--- src/rtl/heap_pkg.sv ---
// Shared types and default widths for the heap insert pipeline levels.
package heap_pkg;

  localparam int HEAP_CNT_SIZE    = 20;
  localparam int HEAP_ADDR_SIZE   = 28;
  localparam int HEAP_TOTAL_LEVEL = 6;

  typedef enum logic [1:0] {
    ST_IDLE = 2'd0,
    ST_CMP  = 2'd1,
    ST_PUSH = 2'd2
  } heap_state_e;

endpackage

--- src/rtl/heap_level_insert_if.sv ---
// Token handshakes of one heap level: insert from the level above, forward to the level below.
interface heap_level_insert_if
  import heap_pkg::*;
#(
  parameter int CNT_SIZE    = HEAP_CNT_SIZE,
  parameter int ADDR_SIZE   = HEAP_ADDR_SIZE,
  parameter int TOTAL_LEVEL = HEAP_TOTAL_LEVEL
) ();

  logic                   in_valid;
  logic                   in_ready;
  logic [TOTAL_LEVEL-1:0] in_index;
  logic [CNT_SIZE-1:0]    in_cnt;
  logic [ADDR_SIZE-1:0]   in_addr;

  logic                   out_valid;
  logic                   out_ready;
  logic [TOTAL_LEVEL-1:0] out_index;
  logic [CNT_SIZE-1:0]    out_cnt;
  logic [ADDR_SIZE-1:0]   out_addr;

  // master: the surrounding pipeline (upstream producer and downstream consumer)
  modport master (
    output in_valid, in_index, in_cnt, in_addr, out_ready,
    input  in_ready, out_valid, out_index, out_cnt, out_addr
  );

  modport slave (
    input  in_valid, in_index, in_cnt, in_addr, out_ready,
    output in_ready, out_valid, out_index, out_cnt, out_addr
  );

endinterface

--- src/rtl/heap_cmp_swap.sv ---
// Compare a token against the stored node entry; decide what stays and what moves down.
module heap_cmp_swap
  import heap_pkg::*;
#(
  parameter int CNT_SIZE  = HEAP_CNT_SIZE,
  parameter int ADDR_SIZE = HEAP_ADDR_SIZE
) (
  input  logic [CNT_SIZE-1:0]  tok_cnt,
  input  logic [ADDR_SIZE-1:0] tok_addr,
  input  logic [CNT_SIZE-1:0]  st_cnt,
  input  logic [ADDR_SIZE-1:0] st_addr,
  output logic                 do_write,
  output logic                 do_fwd,
  output logic [CNT_SIZE-1:0]  keep_cnt,
  output logic [ADDR_SIZE-1:0] keep_addr,
  output logic [CNT_SIZE-1:0]  fwd_cnt,
  output logic [ADDR_SIZE-1:0] fwd_addr
);

  always_comb begin
    do_write  = 1'b0;
    do_fwd    = 1'b0;
    keep_cnt  = tok_cnt;
    keep_addr = tok_addr;
    fwd_cnt   = tok_cnt;
    fwd_addr  = tok_addr;
    // a zero count is a null token; a zero stored count marks an empty node
    if (tok_cnt != '0) begin
      if (st_cnt == '0) begin
        do_write = 1'b1;
      end else if (tok_cnt > st_cnt) begin
        do_write = 1'b1;
        do_fwd   = 1'b1;
        fwd_cnt  = st_cnt;
        fwd_addr = st_addr;
      end else begin
        do_fwd = 1'b1;
      end
    end
  end

endmodule

--- src/rtl/heap_level_insert.sv ---
// One level of a pipelined max-heap insert: place the token in its node or push the loser
// to a child node on the next level, alternating children per node.
//
// state   | meaning
// --------+--------------------------------------------------------------
// IDLE    | in_ready high, waiting for an insert token
// CMP     | token vs stored node; write and/or offer forward this cycle
// PUSH    | forward entry held on out_* until the next level takes it
module heap_level_insert
  import heap_pkg::*;
#(
  parameter int CNT_SIZE      = HEAP_CNT_SIZE,
  parameter int ADDR_SIZE     = HEAP_ADDR_SIZE,
  parameter int TOTAL_LEVEL   = HEAP_TOTAL_LEVEL,
  parameter int CURRENT_LEVEL = 3
) (
  input  logic                   clk,
  input  logic                   rst_n,
  heap_level_insert_if.slave     bus,
  input  logic [2**(CURRENT_LEVEL-1)-1:0][CNT_SIZE-1:0]  stored_cnt,
  input  logic [2**(CURRENT_LEVEL-1)-1:0][ADDR_SIZE-1:0] stored_addr,
  output logic                   write_en,
  output logic [TOTAL_LEVEL-1:0] write_index,
  output logic [CNT_SIZE-1:0]    write_cnt,
  output logic [ADDR_SIZE-1:0]   write_addr,
  output logic                   drop,
  output logic                   idx_err
);

  localparam int NUM_CNT = 2**(CURRENT_LEVEL-1);
  localparam int SLOT_W  = (CURRENT_LEVEL > 1) ? CURRENT_LEVEL-1 : 1;
  localparam logic [TOTAL_LEVEL-1:0] NUM_CNT_IDX = TOTAL_LEVEL'(NUM_CNT);
  localparam logic BOTTOM = (CURRENT_LEVEL == TOTAL_LEVEL);

  heap_state_e state_q, state_d;

  logic [TOTAL_LEVEL-1:0] tok_idx_q,  tok_idx_d;
  logic [CNT_SIZE-1:0]    tok_cnt_q,  tok_cnt_d;
  logic [ADDR_SIZE-1:0]   tok_addr_q, tok_addr_d;
  logic [TOTAL_LEVEL-1:0] fwd_idx_q,  fwd_idx_d;
  logic [CNT_SIZE-1:0]    fwd_cnt_q,  fwd_cnt_d;
  logic [ADDR_SIZE-1:0]   fwd_addr_q, fwd_addr_d;
  logic [NUM_CNT-1:0]     toggle_q,   toggle_d;

  logic [SLOT_W-1:0]      slot;
  logic [TOTAL_LEVEL-1:0] child_idx;
  logic                   in_cmp, in_push, idx_ok;
  logic                   act_write, act_fwd, fwd_now, fwd_hs;

  logic                   cs_do_write, cs_do_fwd;
  logic [CNT_SIZE-1:0]    cs_keep_cnt, cs_fwd_cnt;
  logic [ADDR_SIZE-1:0]   cs_keep_addr, cs_fwd_addr;

  assign slot      = tok_idx_q[SLOT_W-1:0];
  assign child_idx = {tok_idx_q[TOTAL_LEVEL-2:0], toggle_q[slot]};
  assign in_cmp    = (state_q == ST_CMP);
  assign in_push   = (state_q == ST_PUSH);
  assign idx_ok    = (tok_idx_q < NUM_CNT_IDX);

  heap_cmp_swap #(
    .CNT_SIZE  (CNT_SIZE),
    .ADDR_SIZE (ADDR_SIZE)
  ) u_cmp_swap (
    .tok_cnt   (tok_cnt_q),
    .tok_addr  (tok_addr_q),
    .st_cnt    (stored_cnt[slot]),
    .st_addr   (stored_addr[slot]),
    .do_write  (cs_do_write),
    .do_fwd    (cs_do_fwd),
    .keep_cnt  (cs_keep_cnt),
    .keep_addr (cs_keep_addr),
    .fwd_cnt   (cs_fwd_cnt),
    .fwd_addr  (cs_fwd_addr)
  );

  // out-of-range index suppresses both the write and the forward
  assign act_write = in_cmp && idx_ok && cs_do_write;
  assign act_fwd   = in_cmp && idx_ok && cs_do_fwd;
  assign fwd_now   = act_fwd && !BOTTOM;
  assign fwd_hs    = (fwd_now || in_push) && bus.out_ready;

  always_ff @(posedge clk or negedge rst_n) begin
    if (!rst_n) begin
      state_q <= ST_IDLE;
    end else begin
      state_q <= state_d;
    end
  end

  always_comb begin
    state_d = state_q;
    case (state_q)
      ST_IDLE: if (bus.in_valid) state_d = ST_CMP;
      ST_CMP:  state_d = (fwd_now && !bus.out_ready) ? ST_PUSH : ST_IDLE;
      ST_PUSH: if (bus.out_ready) state_d = ST_IDLE;
      default: state_d = ST_IDLE;
    endcase
  end

  always_comb begin
    bus.in_ready  = (state_q == ST_IDLE) && rst_n;
    write_en      = act_write;
    write_index   = '0;
    write_cnt     = '0;
    write_addr    = '0;
    bus.out_valid = fwd_now || in_push;
    bus.out_index = '0;
    bus.out_cnt   = '0;
    bus.out_addr  = '0;
    drop          = act_fwd && BOTTOM;
    idx_err       = in_cmp && !idx_ok;
    if (act_write) begin
      write_index = tok_idx_q;
      write_cnt   = cs_keep_cnt;
      write_addr  = cs_keep_addr;
    end
    // CMP offers the forward combinationally; PUSH replays the registered copy
    if (in_push) begin
      bus.out_index = fwd_idx_q;
      bus.out_cnt   = fwd_cnt_q;
      bus.out_addr  = fwd_addr_q;
    end else if (fwd_now) begin
      bus.out_index = child_idx;
      bus.out_cnt   = cs_fwd_cnt;
      bus.out_addr  = cs_fwd_addr;
    end
  end

  always_comb begin
    tok_idx_d  = tok_idx_q;
    tok_cnt_d  = tok_cnt_q;
    tok_addr_d = tok_addr_q;
    fwd_idx_d  = fwd_idx_q;
    fwd_cnt_d  = fwd_cnt_q;
    fwd_addr_d = fwd_addr_q;
    toggle_d   = toggle_q;
    if ((state_q == ST_IDLE) && bus.in_valid) begin
      tok_idx_d  = bus.in_index;
      tok_cnt_d  = bus.in_cnt;
      tok_addr_d = bus.in_addr;
    end
    if (fwd_now && !bus.out_ready) begin
      fwd_idx_d  = child_idx;
      fwd_cnt_d  = cs_fwd_cnt;
      fwd_addr_d = cs_fwd_addr;
    end
    if (fwd_hs) begin
      toggle_d[slot] = ~toggle_q[slot];
    end
  end

  always_ff @(posedge clk or negedge rst_n) begin
    if (!rst_n) begin
      tok_idx_q  <= '0;
      tok_cnt_q  <= '0;
      tok_addr_q <= '0;
      fwd_idx_q  <= '0;
      fwd_cnt_q  <= '0;
      fwd_addr_q <= '0;
      toggle_q   <= '0;
    end else begin
      tok_idx_q  <= tok_idx_d;
      tok_cnt_q  <= tok_cnt_d;
      tok_addr_q <= tok_addr_d;
      fwd_idx_q  <= fwd_idx_d;
      fwd_cnt_q  <= fwd_cnt_d;
      fwd_addr_q <= fwd_addr_d;
      toggle_q   <= toggle_d;
    end
  end

endmodule

--- src/flat_wrapper.sv ---
// flat-port wrapper written by rule: the top's interface ports become plain ports
module heap_level_insert_flat import heap_pkg::*;
#(
  parameter int CNT_SIZE      = HEAP_CNT_SIZE,
  parameter int ADDR_SIZE     = HEAP_ADDR_SIZE,
  parameter int TOTAL_LEVEL   = HEAP_TOTAL_LEVEL,
  parameter int CURRENT_LEVEL = 3
)
  (clk, rst_n, stored_cnt, stored_addr, write_en, write_index, write_cnt, write_addr, drop, idx_err, bus_in_valid, bus_in_index, bus_in_cnt, bus_in_addr, bus_out_ready, bus_in_ready, bus_out_valid, bus_out_index, bus_out_cnt, bus_out_addr);
  heap_level_insert_if #(.CNT_SIZE(CNT_SIZE), .ADDR_SIZE(ADDR_SIZE), .TOTAL_LEVEL(TOTAL_LEVEL)) bus_i ();
  input  logic clk;
  input  logic rst_n;
  input  logic [2**(CURRENT_LEVEL-1)-1:0][CNT_SIZE-1:0] stored_cnt;
  input  logic [2**(CURRENT_LEVEL-1)-1:0][ADDR_SIZE-1:0] stored_addr;
  output logic write_en;
  output logic [TOTAL_LEVEL-1:0] write_index;
  output logic [CNT_SIZE-1:0] write_cnt;
  output logic [ADDR_SIZE-1:0] write_addr;
  output logic drop;
  output logic idx_err;
  input wire logic [$bits(bus_i.in_valid)-1:0] bus_in_valid;
  input wire logic [$bits(bus_i.in_index)-1:0] bus_in_index;
  input wire logic [$bits(bus_i.in_cnt)-1:0] bus_in_cnt;
  input wire logic [$bits(bus_i.in_addr)-1:0] bus_in_addr;
  input wire logic [$bits(bus_i.out_ready)-1:0] bus_out_ready;
  output wire logic [$bits(bus_i.in_ready)-1:0] bus_in_ready;
  output wire logic [$bits(bus_i.out_valid)-1:0] bus_out_valid;
  output wire logic [$bits(bus_i.out_index)-1:0] bus_out_index;
  output wire logic [$bits(bus_i.out_cnt)-1:0] bus_out_cnt;
  output wire logic [$bits(bus_i.out_addr)-1:0] bus_out_addr;
  assign bus_i.in_valid = bus_in_valid;
  assign bus_i.in_index = bus_in_index;
  assign bus_i.in_cnt = bus_in_cnt;
  assign bus_i.in_addr = bus_in_addr;
  assign bus_i.out_ready = bus_out_ready;
  assign bus_in_ready = bus_i.in_ready;
  assign bus_out_valid = bus_i.out_valid;
  assign bus_out_index = bus_i.out_index;
  assign bus_out_cnt = bus_i.out_cnt;
  assign bus_out_addr = bus_i.out_addr;
  heap_level_insert #(.CNT_SIZE(CNT_SIZE), .ADDR_SIZE(ADDR_SIZE), .TOTAL_LEVEL(TOTAL_LEVEL), .CURRENT_LEVEL(CURRENT_LEVEL)) u_core (.clk(clk), .rst_n(rst_n), .bus(bus_i), .stored_cnt(stored_cnt), .stored_addr(stored_addr), .write_en(write_en), .write_index(write_index), .write_cnt(write_cnt), .write_addr(write_addr), .drop(drop), .idx_err(idx_err));
endmodule
--- config.mk ---
export PLATFORM = sky130hd
export DESIGN_NAME = heap_level_insert_flat
export DESIGN_NICKNAME = d
export VERILOG_FILES = /design/src/rtl/heap_pkg.sv /design/src/rtl/heap_level_insert_if.sv /design/src/rtl/heap_cmp_swap.sv /design/src/rtl/heap_level_insert.sv /design/src/flat_wrapper.sv
export SDC_FILE = /design/constraint.sdc
export NUM_CORES = 1
export LEC_CHECK = 0
export ABC_AREA = 1
export BUFFER_PORTS_ARGS = -buffer_cell sky130_fd_sc_hd__buf_4
export CAP_MARGIN = 10
export CORE_AREA = 2 2 141 143
export CTS_BUF_LIST = sky130_fd_sc_hd__clkbuf_4
export DETAILED_ROUTE_END_ITERATION = 10
export DIE_AREA = 0 0 143 145
export PLACE_DENSITY = 0.74
export SLEW_MARGIN = 20
export SYNTH_ARGS = -nofsm -noshare
export SYNTH_HDL_FRONTEND = slang
export SYNTH_HIERARCHICAL = 1
export SYNTH_SLANG_ARGS = --single-unit
--- constraint.sdc ---
create_clock -name clk -period 3.4 [get_ports clk]
set_input_delay 0.51 -clock clk [delete_from_list [all_inputs] [get_ports clk]]
set_output_delay 0.51 -clock clk [all_outputs]
set_load 0.02 [all_outputs]
Word level (Yosys, flattened, before mapping) --
Index checks and enable logic that the tools add are counted.
Operators by class: magnitude comparators 4, equality and inequality tests 4, mux-type cells 33, bitwise operators 1, reductions and logical operators 16
Operators by type and width (count):
- $mux W28 | 7
- $mux W20 | 7
- $bmux W28 S2 | 1
- $bmux W20 S2 | 1
- $gt A20 B20 Y1 | 1
- $logic_not A20 Y1 | 1
- $reduce_bool A20 Y1 | 1
- $mux W6 | 3
- $logic_and A1 B1 Y1 | 9
- $mux W1 | 7
- $lt A6 B3 Y1 const B | 1
- $mux W2 | 3
- $pmux W2 S3 | 1
- $bwmux W4 | 1
- $ne A2 B2 Y1 const B | 2
- $lt A2 B3 Y1 const B | 1
- $bmux W1 S2 | 1
- $demux W1 S2 | 1
- $eq A2 B1 Y1 const B | 1
- $eq A2 B2 Y1 const B | 1
- $ge A2 B1 Y1 const B | 1
- $logic_not A1 Y1 | 2
- $logic_not A2 Y1 | 1
- $reduce_and A2 Y1 | 1
- other kinds (2) | 2
Storage, ports and cells: flip-flop bits (word level) 114, output and inout bits 113, word-level logic and storage cells 66

Depth between registers and ports, before layout --
Gate-level depths: netlist of run 1.
depth in word-level cells 9, depth in mapped cells 23, mapped depth without buffers 21

Cells and area by module --
The synthesis of run 1 kept the hierarchy.
Modules (own cells, without submodules):
- heap_level_insert | times used 1, cells each 928, area each 6578.8 µm², seq. area each 2852.7 µm²
- heap_cmp_swap | times used 1, cells each 320, area each 1762.9 µm², seq. area each 0.0 µm²

Worst setup path after synthesis of run 1 --
Ideal clock, no wire load.
path type reg2out, start point reg u_core.tok_idx_q[1], end point out bus_out_addr[0], arrival 2882 ps, required time 2890 ps, path slack 8 ps, stages on the path, launching flop included 19, buffers on the path 3, cell sequence dfrtp_1 -> nor2_1 -> clkbuf_1 -> a22oi_1 -> nand3_1 -> inv_1 -> ha_1 -> nand2_1 -> nor2_2 -> nand2_2 -> nor2_4 -> nand2_1 -> nand3_4 -> nand3_4 -> buf_6 -> buf_6 -> o21ai_2 -> nand3_1 -> o21ai_0
Between the ends: word-level cells in the longest chain between the ends 8, elaborated cells between the ends (all ways) 16, those cells by class order compare: 2; mux: 11; reduce/logical: 3
RTL lines:
- start: declaration | line heap_level_insert.sv:37 | logic [TOTAL_LEVEL-1:0] tok_idx_q, tok_idx_d;
- start signal: assignment | line heap_level_insert.sv:162 | tok_idx_q <= tok_idx_d;
- $bmux W20 S2 | line heap_level_insert.sv:66 | .st_cnt (stored_cnt[slot]),
- $mux W20 (not written as such) | line heap_level_insert.sv:66
- $gt A20 B20 Y1 | line heap_cmp_swap.sv:31 | end else if (tok_cnt > st_cnt) begin
- $mux W28 | line heap_cmp_swap.sv:31
- $mux W28 (*) | line heap_cmp_swap.sv:29 | if (st_cnt == '0) begin
- $mux W28 (*) | line heap_cmp_swap.sv:28 | if (tok_cnt != '0) begin
- net u_core.cs_fwd_addr[0] | line heap_level_insert.sv:52 | logic [ADDR_SIZE-1:0] cs_keep_addr, cs_fwd_addr;
- $mux W28 (*) | line heap_level_insert.sv:122 | end else if (fwd_now) begin
- $mux W28 (*) | line heap_level_insert.sv:118 | if (in_push) begin
- end: declaration | line flat_wrapper.sv:30 | output wire logic [$bits(bus_i.out_addr)-1:0] bus_out_addr;
The timed path passes the listed nets; every way through them passes the cells marked *. The select of a mux whose other input is x is not followed.

Worst setup path in the final report of run 1 --
start point reg u_core.tok_idx_q[1], end point out write_addr[3]
Between the ends: word-level cells in the longest chain between the ends 8, elaborated cells between the ends (all ways) 11, those cells by class order compare: 2; mux: 6; reduce/logical: 3
RTL lines:
- $bmux W20 S2 (*) | line heap_level_insert.sv:66
- $mux W20 (not written as such) (*) | line heap_level_insert.sv:66
- $gt A20 B20 Y1 | line heap_cmp_swap.sv:31
- $mux W1 | line heap_cmp_swap.sv:31
- $mux W1 (*) | line heap_cmp_swap.sv:29
- $mux W1 (*) | line heap_cmp_swap.sv:28
- net u_core.cs_do_write | line heap_level_insert.sv:50 | logic cs_do_write, cs_do_fwd;
- $logic_and A1 B1 Y1 (*) | line heap_level_insert.sv:77 | assign act_write = in_cmp && idx_ok && cs_do_write;
- $mux W28 (*) | line heap_level_insert.sv:112 | if (act_write) begin
- end: declaration | line flat_wrapper.sv:18 | output logic [ADDR_SIZE-1:0] write_addr;
Marks and branches as above.

==> impl_metrics.ini, run 1 <==
[status]
status = finished with violations
violations = negative hold slack, negative setup slack

[worst_setup_path]
cp.required_ns = 2.89
crit_chain = buf_6, nor2_4, buf_6, buf_6, a22oi_1, nand2_1, inv_2, ha_4, nand2_2, nor2_4, nand2_2, nor2_4, nand2_2, nand3_4, buf_12, nand2_4, a21boi_4, nand2_8, clkbuf_16, nor2_2, buf_4
ff2ff_setup_slack_ns = 0.04
crit_fanout = 8
path_class = reg2out
end_kind = output port
cpMaxStageDelayCell = dfrtp_2
cp-start-kind = register
worstReg2RegStart = u_core/tok_idx_q[1]
r2r-end = u_core/fwd_cnt_q[13]
cp.arrival_ns = 3.71
cpPeakStageDelay_ns = 0.44
reg2regPathDepth = 24

[pwr]
leakage_nw = 6.941
power_density_mw_per_mm2 = 563.3
finalPower_w = 0.007616
max-vdd-ir-drop_mv = 0.2520

[placed_design]
place_ws_ns = -0.3827
numPortBuffers = 357
place_congestion = 0.8995
placed_cells = 1836
placedInstanceArea_mm2 = 0.01140
dp_hpwl_mm = 22.87

[synth]
ys_top_cells_by_area = dfrtp_1 (34%), nand2_1 (17%), inv_1 (7.9%)
netlist_area_mm2 = 0.008342
yosys.area.top_type = dfrtp_1
yosysTopAreaCellShare_pct = 34.20
synth-edff-count = 0
synth_flop_cell = dfrtp_1
async_flop_share_pct = 100.0
synth_cells = 1248
ys_ff_latch = 114
synth.avg_cell_area_um2 = 6.684
post_synth_num_cell_types = 32
yosysWarnings = 6
synth-seq-area-share_pct = 34.20

[routing]
drc_errors = 0
vias_per_cell = 5.358
dr.pass1.iters = 5
wl_per_cell_um = 18.93
routed-via-count = 10240
antenna_left = 0
drt_iter0_drc = 1004
wirelength_mm = 36.20

[die]
io_pins = 363
start_util_pct = 43.43
die_area_mm2 = 0.02074
fp.dieW_um = 143
dieHeight_um = 145
num_rows = 51
coreArea_mm2 = 0.01921

[global_route]
first_global_vias = 9178
track_usage_pct = 30.00
grt_antenna_before_repair = 1
gr-total-overflow = 0
grt_pass1_wl_mm = 48.69
grt_max_degree = 115

[sta]
drv_slew = 0
timing.fmax_mhz = 236.7
post-route-min-period_ns = 4.225
finalCritPeriodShare_pct = 124.3
holdWs_ns = -0.0007988
fin_worst_skew_ns = 0.02029
worstMarginPinSlew_ns = 0.9431
max_slew_margin_pct = 37.12
grt_setup_unrepaired = true
hold_viol_final = 1
report.final.setup_viol = 103
fin_ws_ns = -0.8247

[cells_and_area]
final_cells = 1912
drive_gt1_share_pct = 43.86
layout.nets = 1903
syn_to_final_growth_pct = 62.08
layout.cells.most_common_list = buf_4 (395), nand2_1 (352), inv_1 (162)
final_core_util_pct = 70.39
final_common_cell = buf_4
fin_area_mm2 = 0.01352

[clock_tree]
path_clk_slew_ns = 0.12
clk_latency_ns = 0.57
h-tree-depth = 4
root_buffer = clkbuf_4
numCtsBuffers = 17
cts_tree = built
clock_sinks = 114
clock_path_buffers = 2
hold_buffers = 0

[min_path]
hp-class = in2async

[flow_run]
cap_viol_max_count = 0
critical path: cells and delay by family, from the launching register on:
kind | cells | cell delay [ns]
AOI/OAI and AO/OA | 2 | 0.30
adders and majority gates | 1 | 0.28
buffers and inverters | 7 | 0.98
DFF | 1 | 0.44
and+or+nand+nor | 11 | 1.12
metrics by stage:
stage / TNS, ns / hold slack [ns]
floorplan: 0 / 0.2144
global placement: -15.78 / 0.4552
detailed placement: -27.57 / 0.4594
CTS: -67.53 / 0.06004
global route: -96.74 / 0.04513
finish: -77.27 / -0.0007988
flip-flops by register name (all words and copies together), names as in the netlist:
name               cells
u_core/tok_idx_q       6
u_core/fwd_cnt_q      20
u_core/fwd_addr_q     28
u_core/toggle_q        4
u_core/tok_cnt_q      20
u_core/state_q         2
u_core/tok_addr_q     28
u_core/fwd_idx_q       6
per-layer routing:
metal | track usage, % | wire length (um) | share of wire [%] | vias to the layer above
met5 | 0 | 0 | 0 | -
met4 | 8.465 | 1337 | 3.7 | 0
met3 | 5.677 | 3103 | 8.6 | 101
met2 | 50.65 | 17890 | 49 | 628
met1 | 39.00 | 13880 | 38 | 4820
li1 | - | - | - | 4695
synth_stat cells, types with 14 or more instances:
library cell	instances
a22oi_1	72
buf_2	28
buf_4	56
clkbuf_1	28
dfrtp_1	114
ha_1	20
inv_1	176
nand2_1	384
nand3_1	79
nand4_1	14
nor2_1	79
o21ai_0	36
o21ai_1	106
worst max-delay path by stage:
stage	from	end	slack (ns)
after global placement	u_core/tok_idx_q[1]	write_addr[26]	-0.24
after CTS	u_core/tok_idx_q[0]	write_addr[18]	-0.72
after floorplan	u_core/tok_idx_q[1]	bus_out_addr[0]	0.008
final	u_core/tok_idx_q[1]	write_addr[3]	-0.82
after global routing	u_core/tok_idx_q[0]	bus_out_addr[23]	-0.98
after detailed placement	u_core/tok_idx_q[1]	write_cnt[6]	-0.38
power by group:
group	internal, W	switching, W	total (W)
registers	0.00181	0.000282	0.00209
clock network	0.000438	0.000609	0.00105
logic	0.00200	0.00248	0.00448
cell type report:
type                       count  area (um2)
fill                        1530        5687
multi-input combinational    829        4946
timing repair buffer         488        4418
sequential                   114        2854
inverter                     183       694.4
tap                          265       331.6
clock inverter                14       138.9
clock buffer                  18       135.1
antenna                        1       2.502
cell families after synthesis:
| family | synth area share [%] |
|---|---|
| fa+ha+maj | 3.000 |
| other cells | 0.04495 |
| simple gates | 28.77 |
| compound gates | 16.30 |
| buf+inv | 17.68 |
| flops | 34.20 |
timing repair:
action	in CTS	in global routing
setup buffers	16	11
pin swaps	4	29
resized for setup	91	233
cloned	2	15
setup endpoints to repair	103	159
Note: power is estimated with default switching activity, not from simulation.
==> run 2, diff against run 1 <==
--- a/config.mk
+++ b/config.mk
@@ -12,7 +12,10 @@
 export CTS_BUF_LIST = sky130_fd_sc_hd__clkbuf_4
 export DETAILED_ROUTE_END_ITERATION = 10
 export DIE_AREA = 0 0 143 145
+export GPL_TIMING_DRIVEN = 0
+export MAX_ROUTING_LAYER = met4
 export PLACE_DENSITY = 0.74
+export REMOVE_ABC_BUFFERS = 1
 export SLEW_MARGIN = 20
 export SYNTH_ARGS = -nofsm -noshare
 export SYNTH_HDL_FRONTEND = slang
==> run 2 against run 1 <==
Effect of this change: the flow finishes with violations (negative setup slack); largest power group unchanged; largest cell class unchanged; combinational power up 15%; fmax fell by 4.5%; clock power up 28%; worst hold slack gained 0.13 ns; clock skew increased by 0.0065 ns; sequential share of layout area down 0.64 points; cell count is 0.16% higher; first-iteration DRC count is 15% lower; total power is 12% higher; setup slack worse by 0.20 ns; non-clock buffer count shrank 20.
==> impl_metrics.ini, run 2 (same netlist as run 1, synthesis figures left out) <==
[global_route]
grt_max_degree = 63
track_usage_pct = 37.31
first_global_vias = 10110
gr-total-overflow = 0
grt_antenna_before_repair = 0
grt_pass1_wl_mm = 57.13

[sta]
hold_viol_final = 0
fin_ws_ns = -1.024
finalCritPeriodShare_pct = 130.1
post-route-min-period_ns = 4.424
report.final.setup_viol = 105
drv_slew = 0
fin_setup_tns_ns = -97.60
grt_setup_unrepaired = true
max_slew_margin_pct = 45.37
timing.fmax_mhz = 226.0
fin_worst_skew_ns = 0.02679
worstMarginPinSlew_ns = 0.8168
holdWs_ns = 0.1302

[worst_setup_path]
crit_fanout = 7
cp.arrival_ns = 3.91
cp.required_ns = 2.89
reg2regPathDepth = 23
crit_chain = buf_6, buf_6, nor2_4, buf_6, buf_12, a22oi_2, nand3_1, inv_2, ha_4, nand2_4, nor2_4, nand2_4, nor2_4, nand2_4, nand3_4, nand2_4, a21boi_4, buf_12, nand2_8, nor2_4, buf_6
cpMaxStageDelayCell = dfrtp_2
end_kind = output port
ff2ff_setup_slack_ns = -0.05
worstReg2RegStart = u_core/tok_idx_q[1]
r2r-end = u_core/fwd_cnt_q[12]
cp-start-kind = register
path_class = reg2out
cpPeakStageDelay_ns = 0.43

[routing]
vias_per_cell = 5.556
wl_met2_mm = 19.47
maxUsedRoutingLayer = met4
met3WireLength_mm = 3.632
wl_per_cell_um = 20.75
dr.pass1.iters = 7
antenna_left = 0
drc_errors = 0
drt_iter0_drc = 850
routed-via-count = 10640
wirelength_mm = 39.73
drt-met1-wl_mm = 14.60

[status]
status = finished with violations
violations = negative setup slack

[placed_design]
dp_hpwl_mm = 19.28
numPortBuffers = 357
placed_cells = 1758
place_congestion = 0.8240

[clock_tree]
clock_sinks = 114
clk_latency_ns = 0.56
cts_tree = built
clock_path_buffers = 2
h-tree-depth = 4
root_buffer = clkbuf_4
path_clk_slew_ns = 0.13
numCtsBuffers = 17

[pwr]
power_density_mw_per_mm2 = 614.0
max-vdd-ir-drop_mv = 0.3074
finalPower_w = 0.008564
leakage_nw = 7.029

[die]
die_area_mm2 = 0.02074
num_rows = 51
dieHeight_um = 145
io_pins = 363
start_util_pct = 43.43
fp.dieW_um = 143
coreArea_mm2 = 0.01921

[cells_and_area]
final_core_util_pct = 72.61
final_common_cell = buf_4
final_cells = 1915
top_regs = u_core/fwd_addr_q x28, u_core/tok_addr_q x28
layout.cells.most_common_list = buf_4 (378), nand2_1 (335), inv_1 (158)
syn_to_final_growth_pct = 67.20
drive_gt1_share_pct = 45.58
layout.nets = 1907
n_antenna_cell = 0

[flow_run]
cap_viol_max_count = 0

[min_path]
min_to = u_core/tok_addr_q[10]
holdPathStages = 3
min_from = bus_in_addr[10]
hp-class = in2reg
run 2: changes by cell type in the layout (fill, tap and decap cells not counted), moves of 5 or more:
cell,change
buf_4,-17
bufinv_16,+5
clkbuf_16,-12
nand2_1,-17
nand2_2,+9
nand2_4,+7
nand2_8,+7
nand3_4,+12
nor2_1,-7
nor2_4,+10
run 2: how the worst max path moves through the flow:
stage                              startpoint         endpoint  slack, ns
after floorplan           u_core/tok_idx_q[1]    write_addr[0]      -1.89
after global placement    u_core/tok_idx_q[1]   bus_out_cnt[3]      -4.83
after detailed placement  u_core/tok_idx_q[0]   bus_out_cnt[3]      -2.37
after CTS                 u_core/tok_idx_q[1]    write_addr[9]      -0.87
after global routing      u_core/tok_idx_q[0]  bus_out_cnt[17]      -1.26
final                     u_core/tok_idx_q[1]   write_addr[26]      -1.02
run 2: worst max-delay path: cells and delay by family, from the launching register on:
kind,cells,cell delay [ns]
simple gates,11,1.37
compound gates,2,0.30
flops,1,0.43
fa+ha+maj,1,0.28
buf+inv,7,0.94
run 2: report_power, final:
part           leakage (nW)  internal, W  switching [W]
logic                  5.45      0.00215        0.00298
clock network         0.190     0.000738       0.000599
registers              1.39      0.00181       0.000283
run 2: cell type report:
cell class              count  area [um2]
fillers                  1432        5260
repair buffers            468        4140
multi-input cells         850        5460
clock buffers              18       135.1
flip-flops and latches    114        2855
well taps                 265       331.6
repair inverters            3       26.28
inverters                 183       763.2
clock inverters            14       235.2
run 2: per-layer routing:
layer | vias up | GRT usage, %
met5 | - | -
met4 | 0 | 15.94
met3 | 171 | 8.746
met2 | 654 | 61.03
met1 | 5066 | 43.73
li1 | 4748 | -
run 2: timing repair:
| item | 4_1_cts | 5_1_grt |
|---|---|---|
| endpoints found under the hold margin | 53 | 0 |
| pin swaps | 34 | 49 |
| setup buffers | 92 | 21 |
| cloned | 28 | 1 |
| setup endpoints to repair | 162 | 124 |
| resized for setup | 209 | 202 |
| hold buffers | 1 | 0 |
run 2: stage by stage:
stage | cell area, um2 | worst slack [ns]
2_1_floorplan | 7569 | -1.892
3_3_place_gp | 10580 | -4.828
3_5_place_dp | 10830 | -2.374
4_1_cts | 13140 | -0.8669
5_1_grt | 13950 | -1.259
6_report | 13950 | -1.024
==> run 3, diff against run 2 <==
==> constraint.sdc (replaced) <==
create_clock -name clk -period 3.4 [get_ports clk]
set_input_delay 0.68 -clock clk [delete_from_list [all_inputs] [get_ports clk]]
set_output_delay 0.68 -clock clk [all_outputs]
set_load 0.02 [all_outputs]
==> run 3 against run 2 <==
Effect of this change: the flow still finishes with violations (negative setup slack); clock power about the same; largest power group unchanged; critical path depth unchanged; total power up 0.11%; non-clock buffer count up 12; worst hold slack worse by 0.064 ns.
==> impl_metrics.ini, run 3 (same netlist as run 1, synthesis figures left out) <==
[global_route]
grt_max_degree = 63
gr-total-overflow = 0
grt_pass1_wl_mm = 57.39
grt_antenna_before_repair = 0
track_usage_pct = 37.47
first_global_vias = 10100

[placed_design]
numPortBuffers = 357
placedInstanceArea_mm2 = 0.01083
place_congestion = 0.8240
placed_cells = 1758
dp_hpwl_mm = 19.28

[cells_and_area]
register_area_mm2 = 0.002855
drive_gt1_share_pct = 46.73
syn_to_final_growth_pct = 70.83
layout.cells.most_common_list = buf_4 (376), nand2_1 (335), inv_1 (156)
fin_area_mm2 = 0.01425
final_core_util_pct = 74.19
top_regs = u_core/fwd_addr_q x28, u_core/tok_addr_q x28
final_cells = 1930
n_antenna_cell = 0
layout.nets = 1922
fillerInstances = 1397
multi_input_area_mm2 = 0.005574
final_common_cell = buf_4

[pwr]
switching_share_pct = 45.50
leakage_nw = 7.101
seq_power_share_pct = 24.4
pwr-share-comb_pct = 60.0
power.switching_w = 0.003901
power_density_mw_per_mm2 = 601.6
intPower_w = 0.004673
max-vdd-ir-drop_mv = 0.2984
p_clk_share_pct = 15.6

[routing]
wl_per_cell_um = 21.16
wirelength_mm = 40.84
routed-via-count = 10790
drt_iter0_drc = 890
antenna_left = 0
dr.pass1.iters = 7
drc_errors = 0
vias_per_cell = 5.589

[worst_setup_path]
cp.arrival_ns = 3.90
reg2regPathDepth = 23
critPathCapture = write_index[1]
cp.required_ns = 2.72
crit_fanout = 7
end_kind = output port
worstReg2RegStart = u_core/tok_idx_q[1]
r2r-end = u_core/fwd_addr_q[9]
cp-start-kind = register
crit_start = u_core/tok_idx_q[1]
path_class = reg2out
ff2ff_setup_slack_ns = -0.04

[sta]
post-route-min-period_ns = 4.585
timing.fmax_mhz = 218.1
fin_ws_ns = -1.185
drv_slew = 0
max_slew_margin_pct = 44.92
worstMarginPinSlew_ns = 0.8253
report.final.setup_viol = 111
fin_worst_skew_ns = 0.02467
finalCritPeriodShare_pct = 134.8
hold_viol_final = 0
grt_setup_unrepaired = true

[clock_tree]
clock_path_buffers = 2
clock_sinks = 114
numCtsBuffers = 17
path_clk_slew_ns = 0.12
root_buffer = clkbuf_4
h-tree-depth = 4
clk_latency_ns = 0.56
hold_buffers = 0
cts_tree = built

[min_path]
hp-class = in2async

[die]
num_rows = 51
fp.dieW_um = 143
die_area_mm2 = 0.02074
io_pins = 363
coreArea_mm2 = 0.01921
start_util_pct = 43.43
dieHeight_um = 145

[flow_run]
cap_viol_max_count = 0

[status]
violations = negative setup slack
status = finished with violations
-- run 3: power by group through the flow --
stage,logic [W],registers (W),clock network [W]
2_1_floorplan,0.00181,0.00200,0
3_3_place_gp,0.00264,0.00206,0
3_5_place_dp,0.00275,0.00207,0
4_1_cts,0.00447,0.00206,0.00134
5_1_grt,0.00545,0.00214,0.00141
6_report,0.00514,0.00209,0.00134
-- run 3: area by class of cell --
class,instances,share of cell area [%]
Sequential cell,114,20.04
Multi-Input combinational cell,851,39.12
Clock buffer,18,0.9483
Tap cell,265,2.327
Timing Repair Buffer,480,30.22
Clock inverter,14,1.651
Timing Repair inverter,5,0.3776
Inverter,183,5.321
-- run 3: worst min path at each step --
stage               cells past startpoint                     to               start  slack, ns
floorplan                               0   u_core/fwd_addr_q[0]               rst_n       0.38
global placement                        2     u_core/toggle_q[2]  u_core/toggle_q[2]       0.46
detailed placement                      2     u_core/toggle_q[2]  u_core/toggle_q[2]       0.46
CTS                                     1  u_core/tok_addr_q[19]               rst_n       0.06
global route                            1  u_core/tok_addr_q[19]               rst_n       0.07
finish                                  1  u_core/tok_addr_q[19]               rst_n       0.07
-- run 3: worst max-delay path, stage by stage (launching register included) --
cell	delay, ns
dfrtp_2	0.44
buf_6	0.14
buf_6	0.11
nor2_4	0.16
buf_6	0.14
buf_12	0.15
a22oi_2	0.08
nand3_1	0.10
inv_2	0.06
ha_4	0.28
nand2_4	0.06
nor2_4	0.14
nand2_4	0.08
nor2_4	0.17
nand2_4	0.10
nand3_4	0.20
nand2_4	0.08
a21boi_4	0.19
buf_12	0.21
nand2_8	0.15
nor2_2	0.14
buf_6	0.13
-- run 3: repair_timing --
action / in CTS / in global routing
pin swaps: 34 / 67
gates resized for setup: 211 / 241
cloned: 28 / 6
buffers inserted: 86 / 35
endpoints found under the setup margin: 162 / 124
-- run 3: metal layers --
metal  global-route usage (%)  vias to the layer above  wire, um
met5                        -                        -         0
met4                    15.84                        0      2305
met3                    8.746                      166      3938
met2                    61.60                      685     19710
met1                    43.76                     5151     14890
li1                         -                     4785         -
-- run 3: through the flow --
| stage | hold slack, ns | power [W] | setup slack [ns] | setup TNS, ns |
|---|---|---|---|---|
| 2_1_floorplan | 0.3844 | 0.003811 | -2.062 | -290.08 |
| 3_3_place_gp | 0.4556 | 0.004697 | -4.998 | -758.59 |
| 3_5_place_dp | 0.4585 | 0.004824 | -2.544 | -269.42 |
| 4_1_cts | 0.06428 | 0.007863 | -1.037 | -100.43 |
| 5_1_grt | 0.06746 | 0.008995 | -1.341 | -136.66 |
| 6_report | 0.06615 | 0.008573 | -1.185 | -113.94 |
